$ cat src/rtl/chan_scan_mux_pkg.sv
// Shared FSM state encoding and mode constants for the channel scan multiplexer.
package chan_scan_pkg;

    typedef enum logic [1:0] {
        ST_IDLE  = 2'd0,
        ST_BLANK = 2'd1,
        ST_HOLD  = 2'd2
    } state_t;

    localparam logic MODE_MANUAL = 1'b0;
    localparam logic MODE_SCAN   = 1'b1;

endpackage

$ cat src/rtl/chan_scan_mux_if.sv
// Control, packed channel data and tagged output stream of the channel scan multiplexer.
interface chan_scan_mux_if #(
    parameter int N_CH    = 8,
    parameter int W       = 1,
    parameter int DWELL_W = 8
);
    localparam int SEL_W = $clog2(N_CH);

    logic                en;
    logic                mode;
    logic [SEL_W-1:0]    sel_in;
    logic [DWELL_W-1:0]  dwell;
    logic [N_CH*W-1:0]   d_in;

    logic [W-1:0]        out;
    logic [SEL_W-1:0]    out_ch;
    logic                out_valid;
    logic                wrap;

    modport master (
        output en, mode, sel_in, dwell, d_in,
        input  out, out_ch, out_valid, wrap
    );

    modport slave (
        input  en, mode, sel_in, dwell, d_in,
        output out, out_ch, out_valid, wrap
    );

endinterface

$ cat src/rtl/chan_scan_mux_scan_timer.sv
// Shared cycle timer for blank length and dwell; expire is high on the last cycle of the interval.
// Counts elapsed cycles rather than remaining ones so the limit can change live.
module scan_timer #(
    parameter int CNT_W = 8
) (
    input  logic             clk,
    input  logic             rst_n,
    input  logic             clr,
    input  logic [CNT_W-1:0] limit,
    output logic             expire
);

    logic [CNT_W-1:0] elapsed;

    always_ff @(posedge clk or negedge rst_n) begin
        if (!rst_n) begin
            elapsed <= '0;
        end else if (clr) begin
            elapsed <= '0;
        end else begin
            elapsed <= elapsed + CNT_W'(1);
        end
    end

    assign expire = ({1'b0, elapsed} + (CNT_W+1)'(1)) >= {1'b0, limit};

endmodule

$ cat src/rtl/chan_scan_mux.sv
// Registered N:1 channel mux with break-before-make blanking, channel tag and auto-scan sequencer.
// Latency d_in->out is 1 cycle in HOLD; no backpressure, the output is a free-running stream.
module chan_scan_mux #(
    parameter int N_CH    = 8,
    parameter int W       = 1,
    parameter int DWELL_W = 8,
    parameter int BLANK   = 1
) (
    input logic            clk,
    input logic            rst_n,
    chan_scan_mux_if.slave bus
);
    import chan_scan_pkg::*;

    localparam int SEL_W = $clog2(N_CH);
    localparam int BLK_W = $clog2(BLANK + 2);
    localparam int CNT_W = (DWELL_W > BLK_W) ? DWELL_W : BLK_W;
    localparam logic [SEL_W-1:0] LAST_CH = SEL_W'(N_CH - 1);

    state_t             state;
    logic [SEL_W-1:0]   ch;
    logic               mode_q;
    logic               wrap_pend;

    logic               sel_ok;
    logic               mode_chg;
    logic               restart;
    logic               hold_switch;
    logic               tgt_wrap;
    logic [SEL_W-1:0]   start_ch;
    logic [SEL_W-1:0]   next_ch;
    logic [SEL_W-1:0]   tgt_ch;
    logic [DWELL_W-1:0] dwell_eff;
    logic [CNT_W-1:0]   limit;
    logic               tmr_clr;
    logic               tmr_exp;
    logic [W-1:0]       d_cur;
    logic [W-1:0]       d_tgt;

    assign sel_ok   = int'(bus.sel_in) < N_CH;
    assign mode_chg = bus.mode != mode_q;
    assign restart  = (state == ST_IDLE) || mode_chg;

    // Start channel after IDLE or a mode change; next_ch is the switch target while holding.
    assign start_ch = (bus.mode == MODE_SCAN || !sel_ok) ? '0 : bus.sel_in;
    assign next_ch  = (bus.mode == MODE_SCAN) ? ((ch == LAST_CH) ? '0 : ch + SEL_W'(1))
                                              : bus.sel_in;

    assign hold_switch = (state == ST_HOLD) &&
                         ((bus.mode == MODE_SCAN) ? tmr_exp : (sel_ok && bus.sel_in != ch));

    assign tgt_ch   = restart ? start_ch : next_ch;
    assign tgt_wrap = !restart && (ch == LAST_CH) && (tgt_ch == '0);

    assign dwell_eff = (bus.dwell == '0) ? DWELL_W'(1) : bus.dwell;
    assign limit     = (state == ST_BLANK) ? CNT_W'(BLANK) : CNT_W'(dwell_eff);
    assign tmr_clr   = !bus.en || restart || hold_switch || (state == ST_BLANK && tmr_exp);

    assign d_cur = bus.d_in[int'(ch) * W +: W];
    assign d_tgt = bus.d_in[int'(tgt_ch) * W +: W];

    scan_timer #(
        .CNT_W (CNT_W)
    ) u_timer (
        .clk    (clk),
        .rst_n  (rst_n),
        .clr    (tmr_clr),
        .limit  (limit),
        .expire (tmr_exp)
    );

    always_ff @(posedge clk or negedge rst_n) begin
        if (!rst_n) begin
            state         <= ST_IDLE;
            ch            <= '0;
            mode_q        <= MODE_MANUAL;
            wrap_pend     <= 1'b0;
            bus.out       <= '0;
            bus.out_ch    <= '0;
            bus.out_valid <= 1'b0;
            bus.wrap      <= 1'b0;
        end else begin
            mode_q   <= bus.mode;
            bus.wrap <= 1'b0;
            if (!bus.en) begin
                state         <= ST_IDLE;
                ch            <= '0;
                wrap_pend     <= 1'b0;
                bus.out       <= '0;
                bus.out_ch    <= '0;
                bus.out_valid <= 1'b0;
            end else if (restart || hold_switch) begin
                ch <= tgt_ch;
                if (BLANK == 0) begin
                    state         <= ST_HOLD;
                    bus.out       <= d_tgt;
                    bus.out_ch    <= tgt_ch;
                    bus.out_valid <= 1'b1;
                    bus.wrap      <= tgt_wrap;
                    wrap_pend     <= 1'b0;
                end else begin
                    // out_ch keeps the old tag until the blank ends
                    state         <= ST_BLANK;
                    bus.out       <= '0;
                    bus.out_valid <= 1'b0;
                    wrap_pend     <= tgt_wrap;
                end
            end else if (state == ST_BLANK) begin
                if (tmr_exp) begin
                    state         <= ST_HOLD;
                    bus.out       <= d_cur;
                    bus.out_ch    <= ch;
                    bus.out_valid <= 1'b1;
                    bus.wrap      <= wrap_pend;
                    wrap_pend     <= 1'b0;
                end
            end else begin
                bus.out <= d_cur;
            end
        end
    end

endmodule

$ cat src/flat_wrapper.sv
// flat-port wrapper written by rule: the top's interface ports become plain ports
module chan_scan_mux_flat import chan_scan_pkg::*;
#(
    parameter int N_CH    = 8,
    parameter int W       = 1,
    parameter int DWELL_W = 8,
    parameter int BLANK   = 1
)
  (clk, rst_n, bus_en, bus_mode, bus_sel_in, bus_dwell, bus_d_in, bus_out, bus_out_ch, bus_out_valid, bus_wrap);
  chan_scan_mux_if #(.N_CH(N_CH), .W(W), .DWELL_W(DWELL_W)) bus_i ();
  input logic clk;
  input logic rst_n;
  input wire logic [$bits(bus_i.en)-1:0] bus_en;
  input wire logic [$bits(bus_i.mode)-1:0] bus_mode;
  input wire logic [$bits(bus_i.sel_in)-1:0] bus_sel_in;
  input wire logic [$bits(bus_i.dwell)-1:0] bus_dwell;
  input wire logic [$bits(bus_i.d_in)-1:0] bus_d_in;
  output wire logic [$bits(bus_i.out)-1:0] bus_out;
  output wire logic [$bits(bus_i.out_ch)-1:0] bus_out_ch;
  output wire logic [$bits(bus_i.out_valid)-1:0] bus_out_valid;
  output wire logic [$bits(bus_i.wrap)-1:0] bus_wrap;
  assign bus_i.en = bus_en;
  assign bus_i.mode = bus_mode;
  assign bus_i.sel_in = bus_sel_in;
  assign bus_i.dwell = bus_dwell;
  assign bus_i.d_in = bus_d_in;
  assign bus_out = bus_i.out;
  assign bus_out_ch = bus_i.out_ch;
  assign bus_out_valid = bus_i.out_valid;
  assign bus_wrap = bus_i.wrap;
  chan_scan_mux #(.N_CH(N_CH), .W(W), .DWELL_W(DWELL_W), .BLANK(BLANK)) u_core (.clk(clk), .rst_n(rst_n), .bus(bus_i));
endmodule
$ cat config.mk
export PLATFORM = sky130hd
export DESIGN_NAME = chan_scan_mux_flat
export DESIGN_NICKNAME = d
export VERILOG_FILES = /design/src/rtl/chan_scan_mux_pkg.sv /design/src/rtl/chan_scan_mux_if.sv /design/src/rtl/chan_scan_mux_scan_timer.sv /design/src/rtl/chan_scan_mux.sv /design/src/flat_wrapper.sv
export SDC_FILE = /design/constraint.sdc
export NUM_CORES = 1
export LEC_CHECK = 0
export CAP_MARGIN = 10
export CORE_ASPECT_RATIO = 0.6
export CORE_MARGIN = 2
export CORE_UTILIZATION = 51
export CTS_BUF_LIST = sky130_fd_sc_hd__clkbuf_16
export CTS_CLUSTER_DIAMETER = 80
export CTS_CLUSTER_SIZE = 25
export DETAILED_ROUTE_END_ITERATION = 10
export PLACE_DENSITY = 0.8
export SETUP_SLACK_MARGIN = 0.3
export SLEW_MARGIN = 40
export SYNTH_ARGS = -nofsm -noshare
export SYNTH_HDL_FRONTEND = slang
export SYNTH_SLANG_ARGS = --single-unit
$ cat constraint.sdc
create_clock -name clk -period 3.5 [get_ports clk]
set_clock_uncertainty 0.2 [all_clocks]
set_input_delay 0.35 -clock clk [delete_from_list [all_inputs] [get_ports clk]]
set_output_delay 0.35 -clock clk [all_outputs]
set_load 0.03 [all_outputs]
======== Word-level counts from Yosys, hierarchy flattened ========
Index checks and enable logic that the tools add are counted.
cells by class
  $add $sub $neg .......................... 3
  order comparisons ....................... 1
  eq/ne operators ......................... 12
  shift-type cells ........................ 1
  muxes and demuxes ....................... 34
  reduce and logical (&&, ||, !) cells .... 16
operators by type and width
  operator                                             number
  2-to-1 mux 3 bit                                     10
  2-to-1 mux 8 bit                                     3
  2-to-1 mux 1 bit                                     17
  adder 8 x 1 -> 9 bit, second input constant          1
  >= comparator 9 x 8 -> 1 bit                         1
  adder 8 x 1 -> 8 bit, second input constant          1
  logical NOT 8 bit                                    1
  2-to-1 mux 2 bit                                     4
  variable part select 8 x 4 -> 1 bit                  1
  != test 2 x 1 -> 1 bit, second input constant        3
  != test 3 x 1 -> 1 bit, second input constant        2
  logical OR 1 bit                                     5
  logical AND 1 bit                                    4
  != test 4 x 3 -> 1 bit, second input constant        1
  adder 3 x 1 -> 3 bit, second input constant          1
  equality test 3 bit, second input constant           1
  logical NOT 3 bit                                    1
  != test 3 bit                                        1
  AND reduction 3 bit                                  1
  equality test 2 x 1 -> 1 bit, second input constant  1
  equality test 2 bit, second input constant           1
  logical NOT 1 bit                                    2
  logical NOT 2 bit                                    1
  != test 2 bit, second input constant                 1
  other kinds (2)                                      2
word-level totals
  flip-flop bits (word level) ............. 21
  output and inout port bits .............. 6

======== Logic depth before layout (Yosys ltp) ========
Gate-level depths: netlist (run 1).
  word-level depth ........................ 9
  gate-level depth with buffers ........... 11

======== Cells and area by module ========
Synthesis (run 1) repeated with hierarchy kept, for this count alone.
unflattened totals
  cells, all modules ...................... 140
  area, all modules ....................... 1,401.3 sq um
by module, submodules not included
  module         times used  cells an instance  area each (sq um)  sequential area each (sq um)
  chan_scan_mux  1           83                 829.5              300.3
  scan_timer     1           57                 571.8              200.2

======== Worst setup path before layout (run 1) ========
No wires, ideal clock.
  kind .................................... flip-flop to flip-flop
  start point ............................. register u_core.bus.out_valid (netlist name)
  end point ............................... register u_core.bus.out_ch[0]
  setup time .............................. 79 ps
  arrival time ............................ 2,682 ps
  path slack .............................. 539 ps
  cell stages (with the launch flop) ...... 12
  cells stage by stage .................... dfrtp_1 -> buf_6 -> nand2b_1 -> clkbuf_1 -> nand2_1 -> ha_1 -> and3_1 -> a221o_1 -> a211oi_2 -> or3_1 -> buf_2 -> mux2i_1
RTL lines
  item                    RTL line                RTL
  end signal: assignment  chan_scan_mux.sv:97     bus.out_ch <= tgt_ch;
  end signal: assignment  chan_scan_mux.sv:112    bus.out_ch <= ch;
  end: declaration        chan_scan_mux_if.sv:27  output out, out_ch, out_valid, wrap

======== Worst setup path in the final report (run 1) ========
  start point ............................. register u_core.u_timer.elapsed[0]
  end point ............................... register u_core.bus.out_ch[1]
on the way
  word-level cells in the longest chain between the ends .. 7
  elaborated cells between the ends (all ways) .. 8
  those cells by class .................... 1 x add/sub; 1 x order compare; 2 x eq/ne; 1 x mux; 3 x reduce/logical
ends and longest elaborated chain
  item                               RTL line                        RTL
  start: declaration                 chan_scan_mux_scan_timer.sv:13  logic [CNT_W-1:0] elapsed;
  start signal: assignment           chan_scan_mux_scan_timer.sv:21  elapsed <= elapsed + CNT_W'(1);
  adder 8 x 1 -> 9 bit (*)           chan_scan_mux_scan_timer.sv:25  assign expire = ({1'b0, elapsed} + (CNT_W+1)'(1)) >= {1'b0, limit};
  >= comparator 9 x 8 -> 1 bit (*)   chan_scan_mux_scan_timer.sv:25
  2-to-1 mux 1 bit                   chan_scan_mux.sv:50             ((bus.mode == MODE_SCAN) ? tmr_exp : (sel_ok && bus.sel_in != ch));
  logical AND 1 bit                  chan_scan_mux.sv:49             assign hold_switch = (state == ST_HOLD) &&
  logical OR 1 bit                   chan_scan_mux.sv:92             end else if (restart || hold_switch) begin
  != test 2 bit (no line)            -
  AND reduction 3 bit (no line) (*)  -
Every way passes the cells marked *; elsewhere a longest branch is shown, timed or not.
A chain may end at the register's enable or synchronous reset.

==> results.sh, run 1 <==
export IMPL_root_buffer="clkbuf_16"
export IMPL_met3_usage=0.04911
export IMPL_setup_viol=0
export IMPL_n_antenna_cell=0
export IMPL_drive_gt1_frac=0.1228
export IMPL_status="finished, final reports clean"
export IMPL_ys_warn_count=0
export IMPL_seq_area_frac_synth=0.3543
export IMPL_first_global_vias=1211
export IMPL_wire_per_inst_um=17.34
export IMPL_critical_path_class="register to register"
export IMPL_power_frac_comb=0.182
export IMPL_netlist_instances=141
export IMPL_dr_first_iter_drc_count=96
export IMPL_cp_cell_sequence="ha_1 -> nand2_1 -> xnor2_1 -> ha_1 -> and3_1 -> a221o_1 -> a211oi_4 -> or3_4 -> mux2i_1"
export IMPL_clk_latency_ns=0.26
export IMPL_top_usage_layer="met1"
export IMPL_port_buffers=28
export IMPL_met1_usage=0.3725
export IMPL_vias_per_cell=5.931
export IMPL_final_cell_mix="clkdlybuf4s50_1, nand2_1, dfrtp_1"
export IMPL_rows=14
export IMPL_period_minus_slack_ns=3.005
export IMPL_grt_util_met2=0.3611
export IMPL_syn_to_final_growth_pct=30.20
export IMPL_overflow=0
export IMPL_crit_path_frequent_cell="ha_1"
export IMPL_synthDistinctLibCells=47
export IMPL_syn_mean_instance_area_sq_um=10.02
export IMPL_dr_pass1_iters=4
export IMPL_ir_worst_vdd_uv=255.3
export IMPL_syn_area_sq_um=1413
export IMPL_worstHoldStart="u_core.wrap_pend"
export IMPL_post_route_period_util=0.8587
export IMPL_worst_slew_pin_slew_ns=0.5652
export IMPL_async_flop_share=1.000
export IMPL_coreArea_sq_um=2575
export IMPL_start_util=0.5486
export IMPL_switchingPower_w=0.0001623
export IMPL_cp_required_ns=3.48
export IMPL_ant_nets=0
export IMPL_dp_hpwl_mm=2.572
export IMPL_yosysTopAreaCell="dfrtp_1"
export IMPL_crit_start="u_core.u_timer.elapsed[0]"
export IMPL_setup_ws_ns=0.4946
export IMPL_start_kind="register"
export IMPL_hp_class="register to register"
export IMPL_relSlewSlack=0.6183
export IMPL_p_clk_frac=0.459
export IMPL_synth_top_area_share=0.3543
export IMPL_floorplan_die_area_sq_um=3221
export IMPL_netSwitchingFraction=0.2346
export IMPL_cts_tree="done"
export IMPL_rsz0062_at_grt="false"
export IMPL_arrival_ns=2.98
export IMPL_ys_flop_type="dfrtp_1"
export IMPL_cts_sinks=20
export IMPL_cp_end_kind="register"
export IMPL_post_place_ws_ns=0.4491
export IMPL_antenna_found_initial=0
export IMPL_leakage_nw=0.8507
export IMPL_worstReg2RegStart="u_core.u_timer.elapsed[0]"
export IMPL_powerDensity_nw_per_um2=376.3
export IMPL_drc=0
export IMPL_synth_area_leaders="dfrtp_1, ha_1, nand2_1, mux2i_1, nor2b_1"
export IMPL_setup_tns_ns=0
export IMPL_io_pins=29
export IMPL_slowest_stage="dfrtp_1"
export IMPL_timing_hold_ws_ns=0.3151
export IMPL_final_nets=206
export IMPL_maxSlewViolCount=0
export IMPL_place_congestion=0.8657
export IMPL_grt_use_total=0.2443
export IMPL_numCtsBuffers=3
export IMPL_die_w_um=71.95
export IMPL_grt_max_degree=21
export IMPL_cap_violations=0
export IMPL_crit_fanout=7
export IMPL_mostFrequentLayoutCell="clkdlybuf4s50_1"
export IMPL_htreeDepth=1
export IMPL_finalHoldViolCount=0
export IMPL_fmax_mhz=332.7
export IMPL_max_stage_delay_ns=0.44
export IMPL_p_int_w=0.0005298
export IMPL_finalPower_w=0.0006921
export IMPL_synth_fp_nets=175
export IMPL_seq_power_share=0.358
export IMPL_path_clk_slew_ns=0.06
export IMPL_via_count=1204
export IMPL_fp_dieH_um=44.77
export IMPL_grt_pass1_wl_mm=5.865
export IMPL_wl_mm=3.520
export IMPL_synth_enable_flop_cells=0
export IMPL_clockBufferDepth=2
export IMPL_ys_ff_latch=20
-- cell type report --
cell class / count / area (sq um)
Clock inverter: 1 / 30.03
Sequential cell: 20 / 500.5
Tap cell: 32 / 40.04
Clock buffer: 3 / 75.07
Timing Repair Buffer: 31 / 300.3
Inverter: 2 / 7.507
Multi-Input combinational cell: 114 / 885.9
Fill cell: 178 / 735.7
-- power by group through the flow --
stage / sequential (W) / clock [W] / combinational (W)
after floorplan: 0.000252 / 0 / 0.0000689
after global placement: 0.000251 / 0 / 0.000115
after detailed placement: 0.000252 / 0 / 0.000118
after CTS: 0.000248 / 0.000319 / 0.000121
after global routing: 0.000249 / 0.000329 / 0.000138
final: 0.000248 / 0.000318 / 0.000126
-- synth_stat cells, types with 3 or more instances --
library cell	count
nand3_1	3
dfrtp_1	20
xnor2_1	5
mux2i_1	7
nor2b_1	9
o21ai_1	3
nor2_1	4
ha_1	11
nand2_1	24
xor2_1	4
and2_1	3
-- worst paths after layout --
check                           cells past startpoint                         to  slack [ns]
worst max-delay path                                9       u_core.bus.out_ch[1]        0.49
worst min-delay path                                2            u_core.bus.wrap        0.32
worst max register to register                      9       u_core.bus.out_ch[1]        0.49
worst min register to register                      2            u_core.bus.wrap        0.32
max in group asynchronous                           2  u_core.u_timer.elapsed[0]        2.42
min in group asynchronous                           2  u_core.u_timer.elapsed[7]        0.37
-- sequential cells by signal, indices dropped and copies added, names as in the netlist --
| name | count |
|---|---|
| u_core.u_timer.elapsed | 8 |
| u_core.bus.out_ch | 3 |
| u_core.ch | 3 |
| u_core.bus.out | 1 |
| u_core.bus.out_valid | 1 |
| u_core.bus.wrap | 1 |
| u_core.mode_q | 1 |
| u_core.state | 1 |
| u_core.wrap_pend | 1 |
-- worst max-delay path, delay by kind of cell, from the launching register on --
kind,cells,cell delay (ns)
muxes,1,0.19
xor gates and xnor gates,1,0.26
DFF,1,0.44
adders and majority gates,2,0.59
AOI/OAI and AO/OA,2,0.71
and+or+nand+nor,3,0.54
-- cells by family after synthesis --
family                   Yosys count  share of synthesized area
XOR/XNOR                          10                    0.06732
AO/OA/AOI/OAI                     23                     0.1311
buffers and inverters              7                    0.03011
adder cells (fa/ha/maj)           11                    0.09743
flip-flops                        20                     0.3543
AND/OR/NAND/NOR                   60                     0.2303
multiplexers                      10                    0.08946
-- stage by stage --
step,util,cells,cell area [sq um]
finish,0.7143,203,1839
global route,0.7143,203,1839
CTS,0.7080,203,1823
detailed placement,0.6633,198,1708
global placement,0.6652,198,1713
floorplan,-,141,1413
-- repair_timing --
action | CTS | global route
hold endpoints to repair | 20 | 0
setup buffers | 0 | 0
hold buffers | 1 | 0
resized for setup | 0 | 3
setup endpoints to repair | 0 | 13
-- routing by layer --
layer,vias up,part of all wire
met5,-,0
met4,0,0.0097
met3,6,0.067
met2,52,0.44
met1,579,0.48
li1,567,-
(Power assumes the default switching activity.)
==> run 2: changes to the inputs <==
--- a/config.mk
+++ b/config.mk
@@ -6,14 +6,16 @@
 export NUM_CORES = 1
 export LEC_CHECK = 0
 export CAP_MARGIN = 10
+export CELL_PAD_IN_SITES_DETAIL_PLACEMENT = 1
+export CELL_PAD_IN_SITES_GLOBAL_PLACEMENT = 1
 export CORE_ASPECT_RATIO = 0.6
-export CORE_MARGIN = 2
-export CORE_UTILIZATION = 51
+export CORE_MARGIN = 3
+export CORE_UTILIZATION = 39
 export CTS_BUF_LIST = sky130_fd_sc_hd__clkbuf_16
 export CTS_CLUSTER_DIAMETER = 80
 export CTS_CLUSTER_SIZE = 25
 export DETAILED_ROUTE_END_ITERATION = 10
-export PLACE_DENSITY = 0.8
+export PLACE_DENSITY_LB_ADDON = 0.1
 export SETUP_SLACK_MARGIN = 0.3
 export SLEW_MARGIN = 40
 export SYNTH_ARGS = -nofsm -noshare
==> results.sh, run 2 (synthesis results as in run 1) <==
export IMPL_root_buffer="clkbuf_16"
export IMPL_leakage_nw=0.8593
export IMPL_top_register="u_core.u_timer.elapsed"
export IMPL_path_clk_slew_ns=0.06
export IMPL_arrival_ns=2.96
export IMPL_post_route_period_util=0.8577
export IMPL_n_antenna_cell=0
export IMPL_place_congestion=0.7871
export IMPL_dr_pass1_iters=4
export IMPL_fmax_mhz=333.1
export IMPL_regArea_sq_um=500.5
export IMPL_grt_use_total=0.1871
export IMPL_slowest_stage="dfrtp_1"
export IMPL_grt_max_degree=21
export IMPL_multi_input_area_sq_um=885.9
export IMPL_start_kind="register"
export IMPL_final_area_sq_um=1871
export IMPL_powerDensity_nw_per_um2=374.1
export IMPL_finalPower_w=0.0006998
export IMPL_crit_fanout=6
export IMPL_hp_class="register to register"
export IMPL_numCtsBuffers=3
export IMPL_drive_gt1_frac=0.1329
export IMPL_worst_slew_pin_slew_ns=0.6593
export IMPL_rrSetupSlack_ns=0.50
export IMPL_place_area_sq_um=1724
export IMPL_reg_top3="u_core.u_timer.elapsed: 8 flops, u_core.bus.out_ch: 3 flops, u_core.ch: 3 flops"
export IMPL_cts_tree="done"
export IMPL_port_buffers=28
export IMPL_rsz0062_at_grt="false"
export IMPL_vias_per_cell=5.532
export IMPL_rows=16
export IMPL_first_global_vias=1195
export IMPL_cp_required_ns=3.46
export IMPL_setup_ws_ns=0.4979
export IMPL_dr_first_iter_drc_count=73
export IMPL_fillCellCount=382
export IMPL_relSlewSlack=0.5547
export IMPL_drc=0
export IMPL_post_place_ws_ns=0.2672
export IMPL_largest_register_ffs=8
export IMPL_ir_worst_vdd_uv=197.9
export IMPL_cp_cell_sequence="ha_1 -> nand2_1 -> xnor2_1 -> ha_1 -> and3_1 -> a221o_1 -> a211oi_4 -> buf_4 -> nand3_1 -> a31oi_1"
export IMPL_setup_tns_ns=0
export IMPL_mostFrequentLayoutCell="clkdlybuf4s50_1"
export IMPL_clockBufferDepth=2
export IMPL_worstRegToRegCells=10
export IMPL_start_util=0.4200
export IMPL_die_w_um=83.70
export IMPL_grt_pass1_wl_mm=6.341
export IMPL_crit_start="u_core.u_timer.elapsed[0]"
export IMPL_floorplan_die_area_sq_um=4404
export IMPL_final_nets=208
export IMPL_fin_util=0.5562
export IMPL_dp_hpwl_mm=3.009
export IMPL_status="finished, final reports clean"
export IMPL_cap_violations=0
export IMPL_clk_latency_ns=0.26
export IMPL_max_stage_delay_ns=0.44
export IMPL_reg2reg_to="u_core.bus.out_valid"
export IMPL_setup_worst_path_end="u_core.bus.out_valid"
export IMPL_maxSlewViolCount=0
export IMPL_wl_mm=3.912
export IMPL_overflow=0
export IMPL_via_count=1206
export IMPL_coreArea_sq_um=3363
export IMPL_final_cell_mix="clkdlybuf4s50_1, nand2_1, dfrtp_1"
export IMPL_crit_path_frequent_cell="ha_1"
export IMPL_finalHoldViolCount=0
export IMPL_critical_path_class="register to register"
export IMPL_worstReg2RegStart="u_core.u_timer.elapsed[0]"
export IMPL_wire_per_inst_um=17.94
export IMPL_syn_to_final_growth_pct=32.42
export IMPL_antenna_found_initial=0
export IMPL_fp_dieH_um=52.62
export IMPL_cp_end_kind="register"
export IMPL_period_minus_slack_ns=3.002
export IMPL_cts_sinks=20
export IMPL_io_pins=29
export IMPL_htreeDepth=1
export IMPL_setup_viol=0
export IMPL_ant_nets=0
[run 2: stage by stage]
stage / cells / hold slack [ns]
final: 218 / 0.3165
after global routing: 218 / 0.3464
after CTS: 216 / 0.3200
after detailed placement: 211 / 0.1251
after global placement: 211 / 0.2880
after floorplan: 141 / -0.1456
[run 2: cell type report]
class,count,share of cell area
repair buffers,33,0.1686
well taps,45,0.03010
clock inverters,1,0.01605
inverters,2,0.004013
clock buffers,3,0.04013
flip-flops and latches,20,0.2676
multi-input cells,114,0.4736
[run 2: worst max-delay path, delay by kind of cell (launching register included)]
family                     cells  cell delay, ns
AOI/OAI and AO/OA              3            0.85
xor gates and xnor gates       1            0.27
adders and majority gates      2            0.57
buffers and inverters          1            0.18
DFF                            1            0.44
and+or+nand+nor                3            0.40
[run 2: per-layer routing]
metal	GRT usage	up-vias	routed length, um
met1	0.2890	603	2142
met3	0.03925	2	184
li1	-	574	-
met2	0.2678	27	1577
met5	0	-	0
met4	0.02941	0	8
[run 2: power by group]
| part | switching, W | internal [W] | leakage (nW) | total [W] |
|---|---|---|---|---|
| clock | 0.0000928 | 0.000227 | 0.0511 | 0.000320 |
| combinational | 0.0000648 | 0.0000666 | 0.536 | 0.000131 |
| sequential | 0.00000998 | 0.000239 | 0.272 | 0.000249 |
| total | 0.000168 | 0.000532 | 0.859 | 0.000700 |
[run 2: worst min-delay path by stage]
stage / start / end / slack (ns) / cells after the start
2_1_floorplan: rst_n / u_core.bus.out / -0.15 / 0
3_3_place_gp: u_core.wrap_pend / u_core.bus.wrap / 0.29 / 2
3_5_place_dp: rst_n / u_core.bus.out_ch[1] / 0.13 / 1
4_1_cts: u_core.wrap_pend / u_core.bus.wrap / 0.32 / 2
5_1_grt: u_core.wrap_pend / u_core.bus.wrap / 0.35 / 2
6_report: u_core.wrap_pend / u_core.bus.wrap / 0.32 / 2
[run 2: what timing repair did]
item                                   4_1_cts  5_1_grt
endpoints found under the hold margin       20        0
pin swaps                                    0        1
setup endpoints to repair                    5       13
setup buffers                                0        2
resized for setup                            1        2
hold buffers                                 1        0
==> run 3: changes to the inputs <==
==> constraint.sdc (replaced) <==
create_clock -name clk -period 3.5 [get_ports clk]
set_clock_uncertainty 0.2 [all_clocks]
set_input_delay 0.7 -clock clk [delete_from_list [all_inputs] [get_ports clk]]
set_output_delay 0.7 -clock clk [all_outputs]
set_load 0.03 [all_outputs]
==> results.sh, run 3 (synthesis results as in run 1) <==
export IMPL_cts_hold_buf=0
export IMPL_top_register="u_core.u_timer.elapsed"
export IMPL_via_count=1200
export IMPL_critical_path_class="input port to register"
export IMPL_worst_slew_pin_slew_ns=0.6377
export IMPL_dr_first_iter_drc_count=43
export IMPL_setup_viol=0
export IMPL_floorplan_die_area_sq_um=4404
export IMPL_final_nets=208
export IMPL_setup_tns_ns=0
export IMPL_fp_dieH_um=52.62
export IMPL_wl_mm=4.131
export IMPL_numCtsBuffers=3
export IMPL_cp_cell_sequence="clkdlybuf4s50_1 -> nor4_4 -> a211o_1 -> ha_1 -> nor2b_1 -> o21ai_1 -> a211oi_4 -> buf_4 -> nand3_1 -> a31oi_1"
export IMPL_grt_pass1_wl_mm=6.727
export IMPL_port_buffers=28
export IMPL_fmax_mhz=323.4
export IMPL_place_congestion=0.7461
export IMPL_first_global_vias=1289
export IMPL_period_minus_slack_ns=3.092
export IMPL_path_clk_slew_ns=0.06
export IMPL_status="finished, final reports clean"
export IMPL_start_kind="input port"
export IMPL_cts_tree="done"
export IMPL_max_stage_delay_ns=0.49
export IMPL_root_buffer="clkbuf_16"
export IMPL_dr_pass1_iters=4
export IMPL_coreArea_sq_um=3363
export IMPL_cp_required_ns=3.46
export IMPL_grt_max_degree=21
export IMPL_post_route_period_util=0.8835
export IMPL_path_buf_inv=2
export IMPL_cap_violations=0
export IMPL_clk_latency_ns=0.25
export IMPL_cts_sinks=20
export IMPL_start_util=0.4200
export IMPL_overflow=0
export IMPL_maxSlewViolCount=0
export IMPL_powerDensity_nw_per_um2=371.9
export IMPL_relSlewSlack=0.5693
export IMPL_reg_top3="u_core.u_timer.elapsed: 8 flops, u_core.bus.out_ch: 3 flops, u_core.ch: 3 flops"
export IMPL_switchingPower_w=0.0001681
export IMPL_finalHoldViolCount=0
export IMPL_netSwitchingFraction=0.2400
export IMPL_io_pins=29
export IMPL_largest_register_ffs=8
export IMPL_hp_class="input port to asynchronous set/reset pin"
export IMPL_htreeDepth=1
export IMPL_n_antenna_cell=0
export IMPL_slowest_stage="clkdlybuf4s50_1"
export IMPL_power_frac_comb=0.194
export IMPL_drive_gt1_frac=0.1445
export IMPL_p_int_w=0.0005323
export IMPL_p_clk_frac=0.449
export IMPL_clockBufferDepth=2
export IMPL_antenna_found_initial=0
export IMPL_ant_nets=0
export IMPL_dp_hpwl_mm=3.114
export IMPL_leakage_nw=0.8622
export IMPL_crit_fanout=4
export IMPL_dp_cells=212
export IMPL_wire_per_inst_um=18.95
export IMPL_drc=0
export IMPL_mostFrequentLayoutCell="clkdlybuf4s50_1"
export IMPL_fillCellCount=377
export IMPL_final_cells=218
export IMPL_die_w_um=83.70
export IMPL_grt_use_total=0.2027
export IMPL_critical_path_top_delay_family="compound AO/OA/AOI/OAI gates"
export IMPL_ir_worst_vdd_uv=174.1
export IMPL_vias_per_cell=5.505
export IMPL_cp_end_kind="register"
export IMPL_rows=16
export IMPL_syn_to_final_growth_pct=33.30
export IMPL_arrival_ns=3.05
export IMPL_seq_power_share=0.356
export IMPL_rsz0062_at_grt="true"
export IMPL_final_cell_mix="clkdlybuf4s50_1, nand2_1, dfrtp_1"
## run 3: what timing repair did
action | 4_1_cts | 5_1_grt
pin swaps | 0 | 1
setup endpoints to repair | 13 | 14
cloned | 0 | 0
resized for setup | 2 | 3
setup buffers | 0 | 2
## run 3: worst paths after layout
check / from / to / slack (ns) / depth (start not counted)
worst max-delay path: bus_dwell[5] / u_core.bus.out_valid / 0.41 / 10
worst min-delay path: rst_n / u_core.bus.out_ch[0] / 0.19 / 1
worst min register to register: u_core.wrap_pend / u_core.bus.wrap / 0.32 / 2
min in group clk: u_core.wrap_pend / u_core.bus.wrap / 0.32 / 2
worst max register to register: u_core.u_timer.elapsed[0] / u_core.bus.out_valid / 0.43 / 10
max in group asynchronous: rst_n / u_core.u_timer.elapsed[6] / 2.59 / 1
## run 3: power by group through the flow
stage                     clock [W]  sequential [W]  combinational (W)
after floorplan                   0        0.000252          0.0000689
after global placement            0        0.000252           0.000120
after detailed placement          0        0.000253           0.000126
after CTS                  0.000321        0.000249           0.000130
after global routing       0.000330        0.000251           0.000150
final                      0.000315        0.000250           0.000136
## run 3: final cells by class
cell class                 instances  area (sq um)  area share
clock inverter                     1         30.03     0.01595
sequential                        20         500.5      0.2658
clock buffer                       3         75.07     0.03987
inverter                           2         7.507    0.003987
timing repair buffer              33         312.8      0.1661
multi-input combinational        114         900.9      0.4784
tap                               45         56.30     0.02990
## run 3: layer usage
metal | wire, um | vias to the layer above | GRT usage
li1 | - | 573 | -
met4 | 25 | 0 | 0.04813
met1 | 2126 | 598 | 0.2861
met5 | 0 | - | 0
met3 | 180 | 2 | 0.03454
met2 | 1798 | 27 | 0.3259
## run 3: metrics by stage
step / utilization / instance area (sq um) / total power (W) / hold WS [ns] / setup slack (ns)
global placement: 0.5164 / 1737 / 0.0003719 / 0.2855 / 0.02999
global route: 0.5599 / 1883 / 0.0007301 / 0.2230 / 0.2790
detailed placement: 0.5149 / 1732 / 0.0003785 / 0.3152 / -0.01019
floorplan: - / 1413 / 0.0003210 / 0.2044 / 0.5390
finish: 0.5599 / 1883 / 0.0007004 / 0.1891 / 0.4076
CTS: 0.5502 / 1851 / 0.0007002 / 0.2030 / 0.3082
